<file path="src/rtl/phy_tx_pkg.sv">
// phy_tx_pkg: shared constants and FSM encoding for the PHY TX lane scheduler
package phy_tx_pkg;
  localparam int DATA_W = 8;
  localparam int N_LANES = 4;
  localparam logic [7:0] COMMA = 8'hBC;
  localparam logic [7:0] IDLE = 8'h7C;
  typedef enum logic {ST_SYNC = 1'b0, ST_ACTIVE = 1'b1} st_e;
endpackage

</file>
<file path="src/rtl/phy_tx_rr_arb.sv">
// phy_tx_rr_arb: combinational 4-way round-robin arbiter, searching ptr+1, ptr+2, ... mod 4
//  i_req     in   4  per-lane request
//  i_ptr     in   2  last granted lane
//  o_gnt     out  4  one-hot grant
//  o_gnt_idx out  2  index of granted lane
//  o_any     out  1  some lane requested
module phy_tx_rr_arb (
  input  logic [3:0] i_req,
  input  logic [1:0] i_ptr,
  output logic [3:0] o_gnt,
  output logic [1:0] o_gnt_idx,
  output logic       o_any
);
  import phy_tx_pkg::*;
  // Scan farthest-to-nearest so the nearest requester after i_ptr is written last and wins.
  always_comb begin
    o_gnt = '0;
    o_gnt_idx = '0;
    for (int k = N_LANES; k >= 1; k--) begin
      if (i_req[i_ptr + 2'(k)]) begin
        o_gnt = '0;
        o_gnt[i_ptr + 2'(k)] = 1'b1;
        o_gnt_idx = i_ptr + 2'(k);
      end
    end
  end
  assign o_any = |i_req;
endmodule

</file>
<file path="src/rtl/phy_tx_lane_sched.sv">
// phy_tx_lane_sched: round-robin scheduler of four byte lanes onto one serializer byte stream
//  clk_4f       in   1       sole clock
//  reset        in   1       asynchronous active-low reset
//  tx_enable    in   1       1 allows ACTIVE, 0 forces SYNC
//  data_in0..3  in   DATA_W  lane bytes
//  valid0..3    in   1       lane byte valid
//  ready0..3    out  1       lane may present a byte
//  ser_ready    in   1       serializer takes a byte this cycle (slot)
//  data_out     out  DATA_W  registered byte to serializer
//  k_out        out  1       data_out is a control char
//  valid_out    out  1       data_out carries lane data
//  lane_out     out  2       lane of data_out when valid_out
//  active       out  1       FSM in ACTIVE
//  byte_cnt     out  16      lane bytes emitted, wrapping
module phy_tx_lane_sched #(
  parameter int                DATA_W      = 8,
  parameter int                SYNC_CYCLES = 4,
  parameter logic [DATA_W-1:0] COMMA       = 8'hBC,
  parameter logic [DATA_W-1:0] IDLE        = 8'h7C
) (
  input  logic              clk_4f,
  input  logic              reset,
  input  logic              tx_enable,
  input  logic [DATA_W-1:0] data_in0,
  input  logic [DATA_W-1:0] data_in1,
  input  logic [DATA_W-1:0] data_in2,
  input  logic [DATA_W-1:0] data_in3,
  input  logic              valid0,
  input  logic              valid1,
  input  logic              valid2,
  input  logic              valid3,
  output logic              ready0,
  output logic              ready1,
  output logic              ready2,
  output logic              ready3,
  input  logic              ser_ready,
  output logic [DATA_W-1:0] data_out,
  output logic              k_out,
  output logic              valid_out,
  output logic [1:0]        lane_out,
  output logic              active,
  output logic [15:0]       byte_cnt
);
  import phy_tx_pkg::*;
  localparam int CW = SYNC_CYCLES > 1 ? $clog2(SYNC_CYCLES) : 1;
  localparam logic [CW-1:0] SYNC_LAST = CW'(SYNC_CYCLES - 1);
  st_e                r_state;
  logic [CW-1:0]      r_sync_cnt;
  logic [1:0]         r_rr;
  logic [N_LANES-1:0] r_hold_v;
  logic [DATA_W-1:0]  r_hold [N_LANES];
  logic [DATA_W-1:0]  w_din [N_LANES];
  logic [N_LANES-1:0] w_valid, w_ready, w_gnt, w_take;
  logic [1:0]         w_gnt_idx;
  logic               w_any, w_slot_grant;
  assign w_din[0] = data_in0;
  assign w_din[1] = data_in1;
  assign w_din[2] = data_in2;
  assign w_din[3] = data_in3;
  assign w_valid = {valid3, valid2, valid1, valid0};
  phy_tx_rr_arb u_arb (
    .i_req     (r_hold_v),
    .i_ptr     (r_rr),
    .o_gnt     (w_gnt),
    .o_gnt_idx (w_gnt_idx),
    .o_any     (w_any)
  );
  // A grant only happens on an ACTIVE slot that is not being torn down to SYNC.
  assign w_slot_grant = ser_ready & tx_enable & (r_state == ST_ACTIVE);
  assign w_take = w_gnt & {N_LANES{w_slot_grant}};
  assign w_ready = ~r_hold_v | w_take;
  assign {ready3, ready2, ready1, ready0} = w_ready;
  assign active = (r_state == ST_ACTIVE);
  // Lane capture ignores ser_ready; a reload on the grant edge keeps the hold full.
  always_ff @(posedge clk_4f or negedge reset) begin
    if (!reset) begin
      r_hold_v <= '0;
      for (int i = 0; i < N_LANES; i++) r_hold[i] <= '0;
    end else begin
      r_hold_v <= (r_hold_v & ~w_take) | (w_valid & w_ready);
      for (int i = 0; i < N_LANES; i++) if (w_valid[i] & w_ready[i]) r_hold[i] <= w_din[i];
    end
  end
  always_ff @(posedge clk_4f or negedge reset) begin
    if (!reset) begin
      r_state <= ST_SYNC;
      r_sync_cnt <= '0;
      r_rr <= 2'd3;
      data_out <= COMMA;
      k_out <= 1'b1;
      valid_out <= 1'b0;
      lane_out <= 2'd0;
      byte_cnt <= '0;
    end else if (ser_ready) begin
      if (r_state == ST_SYNC) begin
        data_out <= COMMA;
        k_out <= 1'b1;
        valid_out <= 1'b0;
        if (r_sync_cnt == SYNC_LAST && tx_enable) begin
          r_state <= ST_ACTIVE;
          r_sync_cnt <= '0;
        end else if (r_sync_cnt != SYNC_LAST) begin
          r_sync_cnt <= r_sync_cnt + 1'b1;
        end
      end else if (!tx_enable) begin
        r_state <= ST_SYNC;
        r_sync_cnt <= '0;
        data_out <= COMMA;
        k_out <= 1'b1;
        valid_out <= 1'b0;
      end else if (w_any) begin
        data_out <= r_hold[w_gnt_idx];
        k_out <= 1'b0;
        valid_out <= 1'b1;
        lane_out <= w_gnt_idx;
        r_rr <= w_gnt_idx;
        byte_cnt <= byte_cnt + 1'b1;
      end else begin
        data_out <= IDLE;
        k_out <= 1'b1;
        valid_out <= 1'b0;
      end
    end
  end
endmodule

</file>
<file path="config.mk">
export PLATFORM = sky130hd
export DESIGN_NAME = phy_tx_lane_sched
export DESIGN_NICKNAME = d
export VERILOG_FILES = /design/src/rtl/phy_tx_pkg.sv /design/src/rtl/phy_tx_rr_arb.sv /design/src/rtl/phy_tx_lane_sched.sv
export SDC_FILE = /design/constraint.sdc
export NUM_CORES = 1
export LEC_CHECK = 0
export BUFFER_PORTS_ARGS = -buffer_cell sky130_fd_sc_hd__buf_2
export CAP_MARGIN = 5
export CELL_PAD_IN_SITES_DETAIL_PLACEMENT = 1
export CELL_PAD_IN_SITES_GLOBAL_PLACEMENT = 2
export CORE_UTILIZATION = 39
export DETAILED_ROUTE_END_ITERATION = 6
export GPL_ROUTABILITY_DRIVEN = 0
export HOLD_SLACK_MARGIN = 0.03
export PLACE_DENSITY_LB_ADDON = 0.3
export SLEW_MARGIN = 20
export SYNTH_ARGS = -nofsm -noshare
export SYNTH_HDL_FRONTEND = slang
export SYNTH_SLANG_ARGS = --single-unit
</file>
<file path="constraint.sdc">
create_clock -name clk_4f -period 5.85 [get_ports clk_4f]
set_clock_uncertainty 0.15 [all_clocks]
set_input_delay 1.17 -clock clk_4f [delete_from_list [all_inputs] [get_ports clk_4f]]
set_output_delay 1.17 -clock clk_4f [all_outputs]
set_load 0.01 [all_outputs]
</file>
* Word-level counts from Yosys, hierarchy flattened *
Index checks and enable logic that the tools add are counted.

operators by class
  add/subtract/negate cells = 5
  $mul = 0
  div/mod/pow operators = 0
  magnitude comparators = 9
  equal/unequal tests = 3
  shifts and indexed selects = 0
  mux-type cells = 43
  bitwise operators = 14
  reductions and logical operators = 9

operators with widths
  operator                                                                             count
  8-bit two-way mux                                                                    5
  1-bit two-way mux                                                                    17
  16-bit by 1-bit adder with 16-bit output, second input constant                      1
  8-bit binary-select mux with 2-bit select                                            1
  2-bit two-way mux                                                                    8
  4-bit two-way mux                                                                    4
  4-bit AND                                                                            3
  2-bit by 3-bit less-than comparator with 1-bit output, second input constant         4
  1-bit binary-select mux with 2-bit select                                            4
  1-bit demux with 2-bit select                                                        4
  2-bit by 1-bit greater-or-equal comparator with 1-bit output, second input constant  4
  4-bit inverter                                                                       2
  4-bit bitwise OR                                                                     2
  1-bit AND                                                                            6
  1-bit logical AND                                                                    5
  2-bit by 1-bit adder with 2-bit output, second input constant                        2
  2-bit adder, second input constant                                                   2
  2-bit != test, second input constant                                                 2
  4-bit AND reduction                                                                  1
  4-bit OR reduction                                                                   1
  3-bit greater-or-equal comparator, second input constant                             1
  2-bit inverter with 3-bit output                                                     1
  3-bit AND reduction                                                                  1
  3-bit nonzero test                                                                   1
  2-bit == test, second input constant                                                 1

word-level totals
  register bits after elaboration = 69
  bits in latches = 0
  bits in writable memories = 0
  bits in read-only memories = 0
  logic and storage cells = 96
  memories = 0

* Depth between registers and ports, before layout *
Gate-level depths: netlist of run 1.

  word-level depth = 13
  gate-level depth with buffers = 11
  mapped depth without buffers = 8

* Cells and area by module *
From an unflattened synthesis of run 1, not the netlist that was laid out.

unflattened totals
  cell total of the unflattened synthesis = 279
  area total of the unflattened synthesis = 3,479.6 um^2

by module, submodules not included
  module             times used  cells an instance  area each (um^2)  seq. area each (um^2)
  phy_tx_lane_sched  1           229                3,059.2           1,736.7
  phy_tx_rr_arb      1           50                 420.4             0.0

* Worst setup path before layout of run 1 *
Ideal clock, no wire load.

  kind = flip-flop to output port
  from = register r_rr[0]
  to = output ready2
  arrival = 2.588 ns
  slack = 1.942 ns
  stages on the path, launching flop included = 10
  path buffers = 2
  path through = dfstp_2 -> buf_4 -> inv_1 -> ha_1 -> buf_2 -> mux4_2 -> nand3b_1 -> a221o_1 -> a21oi_2 -> nand2b_1

between the ends
  cells in the longest elaborated chain, start to end = 10
  elaborated cells on any way between the ends = 37
  those cells by class = add/sub: 3; order compare: 8; mux: 20; bitwise: 2; reduce/logical: 4

RTL lines
  item                                                                                                       line                                      source
  start: declaration                                                                                         phy_tx_lane_sched.sv:49                   logic [1:0] r_rr;
  start signal: assignment                                                                                   phy_tx_lane_sched.sv:116                  r_rr <= w_gnt_idx;
  2-bit adder, or another cell as far along                                                                  phy_tx_rr_arb.sv:20, phy_tx_rr_arb.sv:22
  2-bit by 3-bit less-than comparator with 1-bit output (implied by the code), or another cell as far along  phy_tx_rr_arb.sv:22                       o_gnt[i_ptr + 2'(k)] = 1'b1;
  1-bit logical AND (implied by the code) / 1-bit two-way mux (equally long branches)                        phy_tx_rr_arb.sv:22
  1-bit two-way mux (implied by the code) / 1-bit demux with 2-bit select (equally long branches)            --
  1-bit demux with 2-bit select / 4-bit two-way mux (equally long branches)                                  --
  4-bit two-way mux (2 in series)                                                                            phy_tx_rr_arb.sv:20                       if (i_req[i_ptr + 2'(k)]) begin
  4-bit two-way mux *                                                                                        phy_tx_rr_arb.sv:20
  4-bit AND *                                                                                                phy_tx_lane_sched.sv:70                   assign w_take = w_gnt & {N_LANES{w_slot_grant}};
  4-bit bitwise OR *                                                                                         phy_tx_lane_sched.sv:71                   assign w_ready = ~r_hold_v | w_take;
  end: declaration                                                                                           phy_tx_lane_sched.sv:34                   output logic ready2,

Every way passes the cells marked *; elsewhere a longest branch is shown, timed or not. The select of a mux whose other input is x is not followed.

* Worst setup path after layout of run 1 *
  from = register r_rr[0]
  to = output ready3

between the ends
  cells in the longest elaborated chain, start to end = 10
  elaborated cells on any way between the ends = 37
  those cells by class = add/sub: 3; order compare: 8; mux: 20; bitwise: 2; reduce/logical: 4

RTL lines
  item                                                                                                       line                                      source
  2-bit adder, or another cell as far along                                                                  phy_tx_rr_arb.sv:20, phy_tx_rr_arb.sv:22
  2-bit by 3-bit less-than comparator with 1-bit output (implied by the code), or another cell as far along  phy_tx_rr_arb.sv:22
  1-bit logical AND (implied by the code) / 1-bit two-way mux (equally long branches)                        phy_tx_rr_arb.sv:22
  1-bit two-way mux (implied by the code) / 1-bit demux with 2-bit select (equally long branches)            --
  1-bit demux with 2-bit select / 4-bit two-way mux (equally long branches)                                  --
  4-bit two-way mux (2 in series)                                                                            phy_tx_rr_arb.sv:20
  4-bit two-way mux *                                                                                        phy_tx_rr_arb.sv:20
  4-bit AND *                                                                                                phy_tx_lane_sched.sv:70
  4-bit bitwise OR *                                                                                         phy_tx_lane_sched.sv:71
  end: declaration                                                                                           phy_tx_lane_sched.sv:35                   output logic ready3,

Marked as above.

==> flow_summary.json, run 1 <==
{
  "run_status": "complete, no violations",
  "tritoncts": "built",
  "cell_leakage_power_nw": 2.06,
  "post_synthesis_instance_area_um2": 3520,
  "critPathArrivalTime_ns": 3.32,
  "yosys.area_share.simple_pct": 10.6,
  "start_util_pct": 40.4,
  "drt_iter0_drc": 78,
  "seq_power_share_pct": 41.9,
  "rr_endpoint": "data_out[6]$_DFFE_PN0P_",
  "synth_fp_nets": 338,
  "cts-htree-levels": 3,
  "synth_to_layout_area_growth_pct": 18.5,
  "finalHoldViolations": 0,
  "place.detailed.hpwl_mm": 5.86,
  "slew_viol_final": 0,
  "max_cap_violations": 0,
  "synthDistinctLibCells": 49,
  "design.die.area_um2": 9410,
  "number_of_buffers_created_by_cts": 9,
  "asyncSetResetFlopFracSynth_pct": 100,
  "post_cts_hold_buffer_count": 0,
  "post_synth_xor_area_fraction_pct": 3.98,
  "max_slew_headroom_at_the_worst_pin_pct": 30.0,
  "tightestPinTransition_ns": 1.05,
  "max_freq_mhz": 216,
  "hold_path.startpoint": "byte_cnt[15]$_DFFE_PN0P_",
  "timing.critical_path.fanout_max": 15,
  "syn_inst": 289,
  "synth_mux_area_share_pct": 20.2,
  "clkLatencyLatePin_ns": 0.34,
  "switchingPower_w": 0.000658,
  "min_path_type": "flip-flop to flip-flop",
  "detailedRoute.firstPassIterationCount": 4,
  "cts.clk_slew.worst_paths_ns": 0.08,
  "finalSetupViolations": 0,
  "post_route_cells_drive_above_1_share_pct": 33.0,
  "timing.critical_path.from_type": "flip-flop",
  "ios": 73,
  "timing.hold.ws_ns": 0.316,
  "vias_in_the_first_global_route": 2663,
  "fill_cells": 954,
  "clock_path_buffers": 2,
  "post_cts_resize_count": 0,
  "avgSynthCellArea_um2": 12.2,
  "fin_crit_ns": 4.64,
  "cell_at_the_root_of_the_clock_tree": "sky130_fd_sc_hd__clkbuf_8",
  "detailroute.via_count": 2471,
  "comb_power_share_pct": 37.3,
  "global_route.usage.total_pct": 18.9,
  "totalWireLength_mm": 8.20,
  "rr_startpoint": "r_rr[0]$_DFFE_PN1P_",
  "p_per_area_nw_per_um2": 442,
  "fp.dieW_um": 97.0,
  "clockPowerShare_pct": 20.8,
  "r2r_slack_ns": 2.19,
  "layout.cells.most_common_list": "sky130_fd_sc_hd__buf_2 (72), sky130_fd_sc_hd__dfrtp_1 (61), sky130_fd_sc_hd__mux2_1 (24)",
  "synthDominantAreaCellType": "sky130_fd_sc_hd__dfrtp_1",
  "top_cell_type_s_share_of_synthesized_area_pct": 43.4,
  "yosys_register_bits": 69,
  "grt-ovfl-total": 0,
  "finish.net_count": 414,
  "clkSinkCount": 69,
  "power.internal_w": 0.00119,
  "floorplan.rows": 34,
  "cts_setup_buffers": 0,
  "finalSetupTns_ns": 0,
  "design.core.area_um2": 8720,
  "timing.final.crit_share_pct": 79.3,
  "synth_warnings": 0,
  "worst_ep_required_time_ns": 4.53,
  "r2r_cells": 8,
  "grt_setup_unrepaired": "false",
  "grt_start_max_net_pins": 59,
  "ys_top_cells_by_area": "sky130_fd_sc_hd__dfrtp_1 (43%), sky130_fd_sc_hd__mux2_1 (7.7%), sky130_fd_sc_hd__dfstp_2 (6.0%)",
  "drcViolationCount": 0,
  "crit_path_start": "r_rr[0]$_DFFE_PN1P_",
  "peakVddDrop_v": 0.000187,
  "timing.critical_path.to": "ready3",
  "postRouteAntennaNets": 0,
  "dominant_combinational_cell_family_by_area_after_synthesis": "multiplexers",
  "wl_per_cell_um": 17.2,
  "die_height_um": 97.0,
  "post_synth_fa_ha_maj_area_fraction_pct": 3.20,
  "vias_per_cell": 5.17,
  "mostFrequentLayoutCell": "sky130_fd_sc_hd__buf_2",
  "synth_sequential_area_ratio_pct": 49.3,
  "antenna_cells": 0,
  "end_kind": "output port",
  "port_buffers": 72,
  "sw_share_pct": 35.7,
  "commonest_register_cell_after_synthesis": "sky130_fd_sc_hd__dfrtp_1",
  "grt_pass1_wl_mm": 13.8,
  "synth-edff-count": 0,
  "grt_antenna_before_repair": 0,
  "critical_path_class": "flip-flop to output port",
  "synth_compound_gate_area_share_pct": 9.99
}
## synth_stat cells (2+ instances only)
library cell               number
sky130_fd_sc_hd__nor3_1         2
sky130_fd_sc_hd__dfrtp_1       61
sky130_fd_sc_hd__mux2_4         8
sky130_fd_sc_hd__inv_1         13
sky130_fd_sc_hd__xor2_1         7
sky130_fd_sc_hd__nor2b_1        2
sky130_fd_sc_hd__o211ai_1       2
sky130_fd_sc_hd__mux2_1        24
sky130_fd_sc_hd__nand3b_1       4
sky130_fd_sc_hd__a21oi_1       11
sky130_fd_sc_hd__xnor2_1        9
sky130_fd_sc_hd__mux4_2         4
sky130_fd_sc_hd__o21ai_4        4
sky130_fd_sc_hd__nor2_1        14
sky130_fd_sc_hd__dfstp_2        8
sky130_fd_sc_hd__a21oi_2        4
sky130_fd_sc_hd__nand4_1        2
sky130_fd_sc_hd__a221o_1        5
sky130_fd_sc_hd__o21ai_1        2
sky130_fd_sc_hd__buf_2          4
sky130_fd_sc_hd__and3_1         3
sky130_fd_sc_hd__mux2i_1       18
sky130_fd_sc_hd__nand2_1       23
sky130_fd_sc_hd__o21ai_0        4
sky130_fd_sc_hd__a22o_1         2
sky130_fd_sc_hd__nand2b_1       7
sky130_fd_sc_hd__o311ai_0       2
sky130_fd_sc_hd__nand3_1        8
sky130_fd_sc_hd__ha_1           9
sky130_fd_sc_hd__o22a_1         3
sky130_fd_sc_hd__a211oi_1       2
## final cells by class
cell class	count	area, um^2	share of cell area, %
sequential	69	1740	41.6
multi-input combinational	199	1690	40.6
timing repair buffer	73	368	8.82
tap	108	135	3.24
clock buffer	10	128	3.06
clock inverter	6	63.8	1.53
inverter	13	48.8	1.17
## power by group through the flow
| stage | sequential, W | combinational, W | clock, W |
|---|---|---|---|
| global route | 0.000798 | 0.000756 | 0.000416 |
| CTS | 0.000774 | 0.000701 | 0.000397 |
| global placement | 0.000770 | 0.000677 | 0 |
| floorplan | 0.000752 | 0.000524 | 0 |
| detailed placement | 0.000780 | 0.000695 | 0 |
| finish | 0.000772 | 0.000689 | 0.000384 |
## per-layer routing
layer	GRT usage, %	routed length [um]	vias up	part of all wire, %
li1	-	-	1177	-
met1	25.5	3880	1235	47
met2	30.2	3960	48	48
met3	3.61	237	11	2.9
met4	6.89	131	0	1.6
met5	0	0	-	0
## stage by stage
step	area, um^2	setup slack (ns)	cells	utilization (%)	power (W)
final	4170	1.21	478	47.8	0.00185
after global routing	4170	1.03	478	47.8	0.00197
after CTS	4170	1.22	478	47.8	0.00187
after detailed placement	3980	1.59	462	45.7	0.00148
after global placement	3980	1.67	462	45.7	0.00145
after floorplan	3520	1.94	289	-	0.00128
## state kept, by name, summed over array words and instances, names as in the netlist, 2 cells and up
signal	count
r_hold	32
byte_cnt	16
data_out	8
r_hold_v	4
lane_out	2
r_rr	2
r_sync_cnt	2
## critical path, stage by stage (launching register included)
cell and delay, ns:
sky130_fd_sc_hd__dfstp_2 0.73, sky130_fd_sc_hd__inv_1 0.22, sky130_fd_sc_hd__ha_1 0.52, sky130_fd_sc_hd__mux4_2 0.48
sky130_fd_sc_hd__nand3b_1 0.21, sky130_fd_sc_hd__a221o_1 0.31, sky130_fd_sc_hd__a21oi_2 0.23, sky130_fd_sc_hd__nand2b_1 0.16
sky130_fd_sc_hd__buf_2 0.14
## worst min path at each step
stage / end / cells past startpoint
2_1_floorplan: r_hold[24]$_DFFE_PN0P_ / 1
3_3_place_gp: byte_cnt[15]$_DFFE_PN0P_ / 1
3_5_place_dp: byte_cnt[15]$_DFFE_PN0P_ / 1
4_1_cts: byte_cnt[15]$_DFFE_PN0P_ / 1
5_1_grt: byte_cnt[15]$_DFFE_PN0P_ / 1
6_report: byte_cnt[15]$_DFFE_PN0P_ / 1
## cell families (layout without fill, tap and decap cells)
logic type               count (synthesis)  count (layout)
multiplexers                            57              57
AO/OA/AOI/OAI                           44              44
adder cells (fa/ha/maj)                  9               9
flip-flops                              69              69
XOR/XNOR                                16              16
buffers and inverters                   21             102
AND/OR/NAND/NOR                         73              73
No activity file was read; power rests on OpenSTA's default activity.
==> inputs of run 2 (changes only) <==
CORE_UTILIZATION = 32   (was 39)
clock period = 4.1 ns   (was 5.85 ns; I/O delays follow)
==> flow_summary.json, run 2 (synthesis gave the netlist of run 1 again) <==
{
  "design_power_total_w": 0.00270,
  "cell_at_the_root_of_the_clock_tree": "sky130_fd_sc_hd__clkbuf_8",
  "antenna_cells": 0,
  "critPathArrivalTime_ns": 2.92,
  "run_status": "complete, no violations",
  "wl_per_cell_um": 16.4,
  "die_height_um": 107,
  "port_buffers": 72,
  "timing.final.crit_share_pct": 94.9,
  "layout.cells.most_common_list": "sky130_fd_sc_hd__buf_2 (72), sky130_fd_sc_hd__dfrtp_1 (61), sky130_fd_sc_hd__mux2_1 (24)",
  "max_slew_headroom_at_the_worst_pin_pct": 40.3,
  "peakVddDrop_v": 0.000239,
  "mostFrequentLayoutCell": "sky130_fd_sc_hd__buf_2",
  "vias_per_cell": 4.87,
  "dp.cells": 493,
  "fin_crit_ns": 3.89,
  "hold-path-cell-count": 1,
  "post_cts_hold_buffer_count": 0,
  "max_cap_violations": 0,
  "clkSinkCount": 69,
  "design.core.area_um2": 10500,
  "stdcell_count": 513,
  "finalHoldViolations": 0,
  "timing.critical_path.fanout_max": 9,
  "grt-ovfl-total": 0,
  "rr_endpoint": "data_out[0]$_DFFE_PN0P_",
  "ios": 73,
  "synth_to_layout_area_growth_pct": 21.7,
  "timing.critical_path.to": "ready3",
  "timing.critical_path.from_type": "flip-flop",
  "biggest_regs": "r_hold (32), byte_cnt (16), data_out (8)",
  "grt_start_max_net_pins": 70,
  "totalWireLength_mm": 8.41,
  "p_per_area_nw_per_um2": 631,
  "max_flop_register": "r_hold",
  "finalSetupViolations": 0,
  "fp.dieW_um": 107,
  "worst_ep_required_time_ns": 3.13,
  "r2r_cells": 9,
  "design.die.area_um2": 11400,
  "clkLatencyLatePin_ns": 0.34,
  "drcViolationCount": 0,
  "floorplan.rows": 37,
  "cts.clk_slew.worst_paths_ns": 0.07,
  "place.detailed.hpwl_mm": 6.06,
  "largest_register_ffs": 32,
  "drt_iter0_drc": 111,
  "finalSetupTns_ns": 0,
  "cell_leakage_power_nw": 2.09,
  "r2r_slack_ns": 0.83,
  "critical_path_class": "flip-flop to output port",
  "grt_pass1_wl_mm": 13.9,
  "number_of_buffers_created_by_cts": 9,
  "detailedRoute.firstPassIterationCount": 4,
  "cts-htree-levels": 3,
  "detailroute.via_count": 2497,
  "tritoncts": "built",
  "finish.net_count": 421,
  "clock_path_buffers": 2,
  "postRouteAntennaNets": 0,
  "vias_in_the_first_global_route": 2598,
  "tightestPinTransition_ns": 0.896,
  "slew_viol_final": 0,
  "crit_path_start": "r_rr[1]$_DFFE_PN1P_",
  "post_route_cells_drive_above_1_share_pct": 34.7,
  "start_util_pct": 33.5,
  "global_route.usage.total_pct": 15.9,
  "grt_setup_unrepaired": "false",
  "end_kind": "output port",
  "max_freq_mhz": 257,
  "rr_startpoint": "r_rr[1]$_DFFE_PN1P_",
  "min_path_type": "flip-flop to flip-flop",
  "grt_antenna_before_repair": 0
}
==> run 2: worst min path at each step <==
stage                        startpoint                  endpoint
6_report       byte_cnt[15]$_DFFE_PN0P_  byte_cnt[15]$_DFFE_PN0P_
3_3_place_gp   byte_cnt[15]$_DFFE_PN0P_  byte_cnt[15]$_DFFE_PN0P_
5_1_grt          r_hold[19]$_DFFE_PN0P_    r_hold[19]$_DFFE_PN0P_
4_1_cts        byte_cnt[15]$_DFFE_PN0P_  byte_cnt[15]$_DFFE_PN0P_
3_5_place_dp   byte_cnt[15]$_DFFE_PN0P_  byte_cnt[15]$_DFFE_PN0P_
2_1_floorplan    r_hold[24]$_DFFE_PN0P_    r_hold[24]$_DFFE_PN0P_
==> run 2: layout make-up <==
cell class                      count  area, um^2
Fill cell                        1177        6220
Sequential cell                    69        1740
Multi-Input combinational cell    199        1710
Timing Repair Buffer               80         420
Tap cell                          136         170
Clock buffer                       12         145
Inverter                           13        52.6
Clock inverter                      4        47.5
==> run 2: report_power, final <==
group | leakage (nW) | switching (W) | internal (W)
clock | 0.0964 | 0.000252 | 0.000296
sequential | 0.859 | 0.000158 | 0.000927
combinational | 1.13 | 0.000532 | 0.000539
total | 2.09 | 0.000942 | 0.00176
==> run 2: metal layers <==
layer / global-route usage, % / share of wire (%)
met1: 22.5 / 49
met2: 22.9 / 44
met3: 4.80 / 5.6
met4: 5.19 / 1.3
met5: 0 / 0
==> run 2: stage by stage <==
step,hold slack [ns],area (um^2),setup WS [ns],util [%]
2_1_floorplan,0.306,3520,0.542,-
3_3_place_gp,0.309,4040,0.474,38.4
3_5_place_dp,0.324,4040,0.364,38.4
4_1_cts,0.338,4240,0.0342,40.3
5_1_grt,0.352,4290,0.0127,40.8
6_report,0.330,4290,0.209,40.8
==> run 2: repair_timing <==
action	in CTS	in global routing
endpoints found under the setup margin	4	4
setup buffers	0	4
gates resized for setup	1	4
==> run 2: critical path, cell delays in order, from the launching register on <==
cell and delay, ns:
sky130_fd_sc_hd__dfstp_2 0.62, sky130_fd_sc_hd__inv_1 0.16, sky130_fd_sc_hd__ha_1 0.34, sky130_fd_sc_hd__buf_4 0.18, sky130_fd_sc_hd__mux2i_2 0.31, sky130_fd_sc_hd__mux2i_4 0.17, sky130_fd_sc_hd__a221o_1 0.30, sky130_fd_sc_hd__a21oi_2 0.22
sky130_fd_sc_hd__nand2b_1 0.16, sky130_fd_sc_hd__buf_2 0.14
==> inputs of run 3 (changes only) <==
CELL_PAD_IN_SITES_GLOBAL_PLACEMENT = 1   (was 2)
CORE_UTILIZATION = 39   (was 32)
==> flow_summary.json, run 3 (synthesis gave the netlist of run 1 again) <==
{
  "setup_ws_ns": 0.240,
  "finalSetupTns_ns": 0,
  "design_power_total_w": 0.00265,
  "timing.critical_path.from_type": "flip-flop",
  "largest_register_ffs": 32,
  "postRouteAntennaNets": 0,
  "design.core.area_um2": 8720,
  "mostFrequentLayoutCell": "sky130_fd_sc_hd__buf_2",
  "critical_path_class": "flip-flop to output port",
  "timing.critical_path.fanout_max": 10,
  "fill_cells": 937,
  "finalSetupViolations": 0,
  "detailroute.via_count": 2535,
  "tightestPinTransition_ns": 0.877,
  "finalHoldViolations": 0,
  "slew_viol_final": 0,
  "max_slew_headroom_at_the_worst_pin_pct": 41.5,
  "start_util_pct": 40.4,
  "fin_crit_ns": 3.86,
  "timing.final.crit_share_pct": 94.2,
  "vias_in_the_first_global_route": 2684,
  "drcViolationCount": 0,
  "tritoncts": "built",
  "grt_pass1_wl_mm": 13.9,
  "post_route_cells_drive_above_1_share_pct": 34.1,
  "port_buffers": 72,
  "clock_path_buffers": 2,
  "floorplan.rows": 34,
  "drt_iter0_drc": 116,
  "finish.net_count": 419,
  "global_route.usage.total_pct": 18.6,
  "vias_per_cell": 5.25,
  "wl_per_cell_um": 17.2,
  "detailedRoute.firstPassIterationCount": 5,
  "critPathArrivalTime_ns": 2.89,
  "max_freq_mhz": 259,
  "fp.dieW_um": 97.0,
  "grt_antenna_before_repair": 0,
  "dp.cells": 464,
  "post_cts_hold_buffer_count": 0,
  "totalWireLength_mm": 8.30,
  "cts-htree-levels": 3,
  "peakVddDrop_v": 0.000332,
  "cts.clk_slew.worst_paths_ns": 0.08,
  "design.die.area_um2": 9410,
  "cell_leakage_power_nw": 2.07,
  "post_dp_cell_area_um2": 4000,
  "layout.cell_area.non_filler_um2": 4230,
  "biggest_regs": "r_hold (32), byte_cnt (16), data_out (8)",
  "clkSinkCount": 69,
  "end_kind": "output port",
  "post-place-ws_ns": 0.390,
  "stdcell_count": 483,
  "grt_start_max_net_pins": 70,
  "max_flop_register": "r_hold",
  "grt-ovfl-total": 0,
  "place.detailed.hpwl_mm": 5.89,
  "worst_ep_required_time_ns": 3.13,
  "die_height_um": 97.0,
  "number_of_buffers_created_by_cts": 9,
  "clkLatencyLatePin_ns": 0.34,
  "ios": 73,
  "p_per_area_nw_per_um2": 627,
  "max_cap_violations": 0,
  "min_path_type": "flip-flop to flip-flop",
  "layout.cells.most_common_list": "sky130_fd_sc_hd__buf_2 (72), sky130_fd_sc_hd__dfrtp_1 (61), sky130_fd_sc_hd__mux2_1 (24)",
  "run_status": "complete, no violations",
  "cell_at_the_root_of_the_clock_tree": "sky130_fd_sc_hd__clkbuf_8",
  "synth_to_layout_area_growth_pct": 20.1,
  "antenna_cells": 0,
  "grt_setup_unrepaired": "false"
}
==> run 3: layer usage <==
layer | GRT usage [%] | up-vias | wire length (um) | share of wire, %
li1 | - | 1193 | - | -
met1 | 25.2 | 1265 | 3950 | 48
met2 | 29.7 | 70 | 3900 | 47
met3 | 4.34 | 7 | 376 | 4.5
met4 | 5.40 | 0 | 74 | 0.89
met5 | 0 | - | 0 | 0
==> run 3: report_power, final <==
part           total, W  leakage [nW]  switching, W  internal [W]
clock network  0.000496        0.0816      0.000276      0.000220
logic           0.00108          1.13      0.000539      0.000538
registers       0.00108         0.859      0.000157      0.000923
total           0.00265          2.07      0.000972       0.00168
==> run 3: final cells by class <==
| class | instances | area (um^2) | share of cell area, % |
|---|---|---|---|
| tap | 108 | 135 | 3.20 |
| timing repair buffer | 77 | 402 | 9.50 |
| multi-input combinational | 200 | 1730 | 41.0 |
| clock buffer | 9 | 124 | 2.93 |
| sequential | 69 | 1740 | 41.1 |
| clock inverter | 7 | 50.0 | 1.18 |
| inverter | 13 | 48.8 | 1.15 |
==> run 3: final timing paths <==
| kind | start | to | slack [ns] | depth (start not counted) |
|---|---|---|---|---|
| max in group asynchronous | reset | r_hold[31]$_DFFE_PN0P_ | 2.70 | 2 |
| setup reg to reg | r_rr[1]$_DFFE_PN1P_ | data_out[0]$_DFFE_PN0P_ | 0.85 | 8 |
| min in group asynchronous | reset | r_hold_v[2]$_DFF_PN0_ | 0.52 | 2 |
| hold / removal | byte_cnt[15]$_DFFE_PN0P_ | byte_cnt[15]$_DFFE_PN0P_ | 0.32 | 1 |
| setup / recovery | r_rr[1]$_DFFE_PN1P_ | ready3 | 0.24 | 8 |
| hold reg to reg | byte_cnt[15]$_DFFE_PN0P_ | byte_cnt[15]$_DFFE_PN0P_ | 0.32 | 1 |
==> run 3: through the flow <==
stage               hold WS (ns)  utilization [%]
floorplan                  0.306                -
global placement           0.307             45.8
detailed placement         0.309             45.8
CTS                        0.323             47.8
global route               0.354             48.5
finish                     0.316             48.5
==> run 3: critical path, stage by stage, from the launching register on <==
cell and delay, ns:
sky130_fd_sc_hd__dfstp_2 0.63, sky130_fd_sc_hd__inv_1 0.18, sky130_fd_sc_hd__ha_4 0.38, sky130_fd_sc_hd__mux4_2 0.38, sky130_fd_sc_hd__nand3b_1 0.19, sky130_fd_sc_hd__a221o_1 0.31, sky130_fd_sc_hd__a21oi_2 0.21, sky130_fd_sc_hd__nand2b_1 0.16
sky130_fd_sc_hd__buf_2 0.14
==> run 3: what timing repair did <==
action	4_1_cts	5_1_grt
setup endpoints to repair	0	4
resized for setup	0	2
setup buffers	0	1
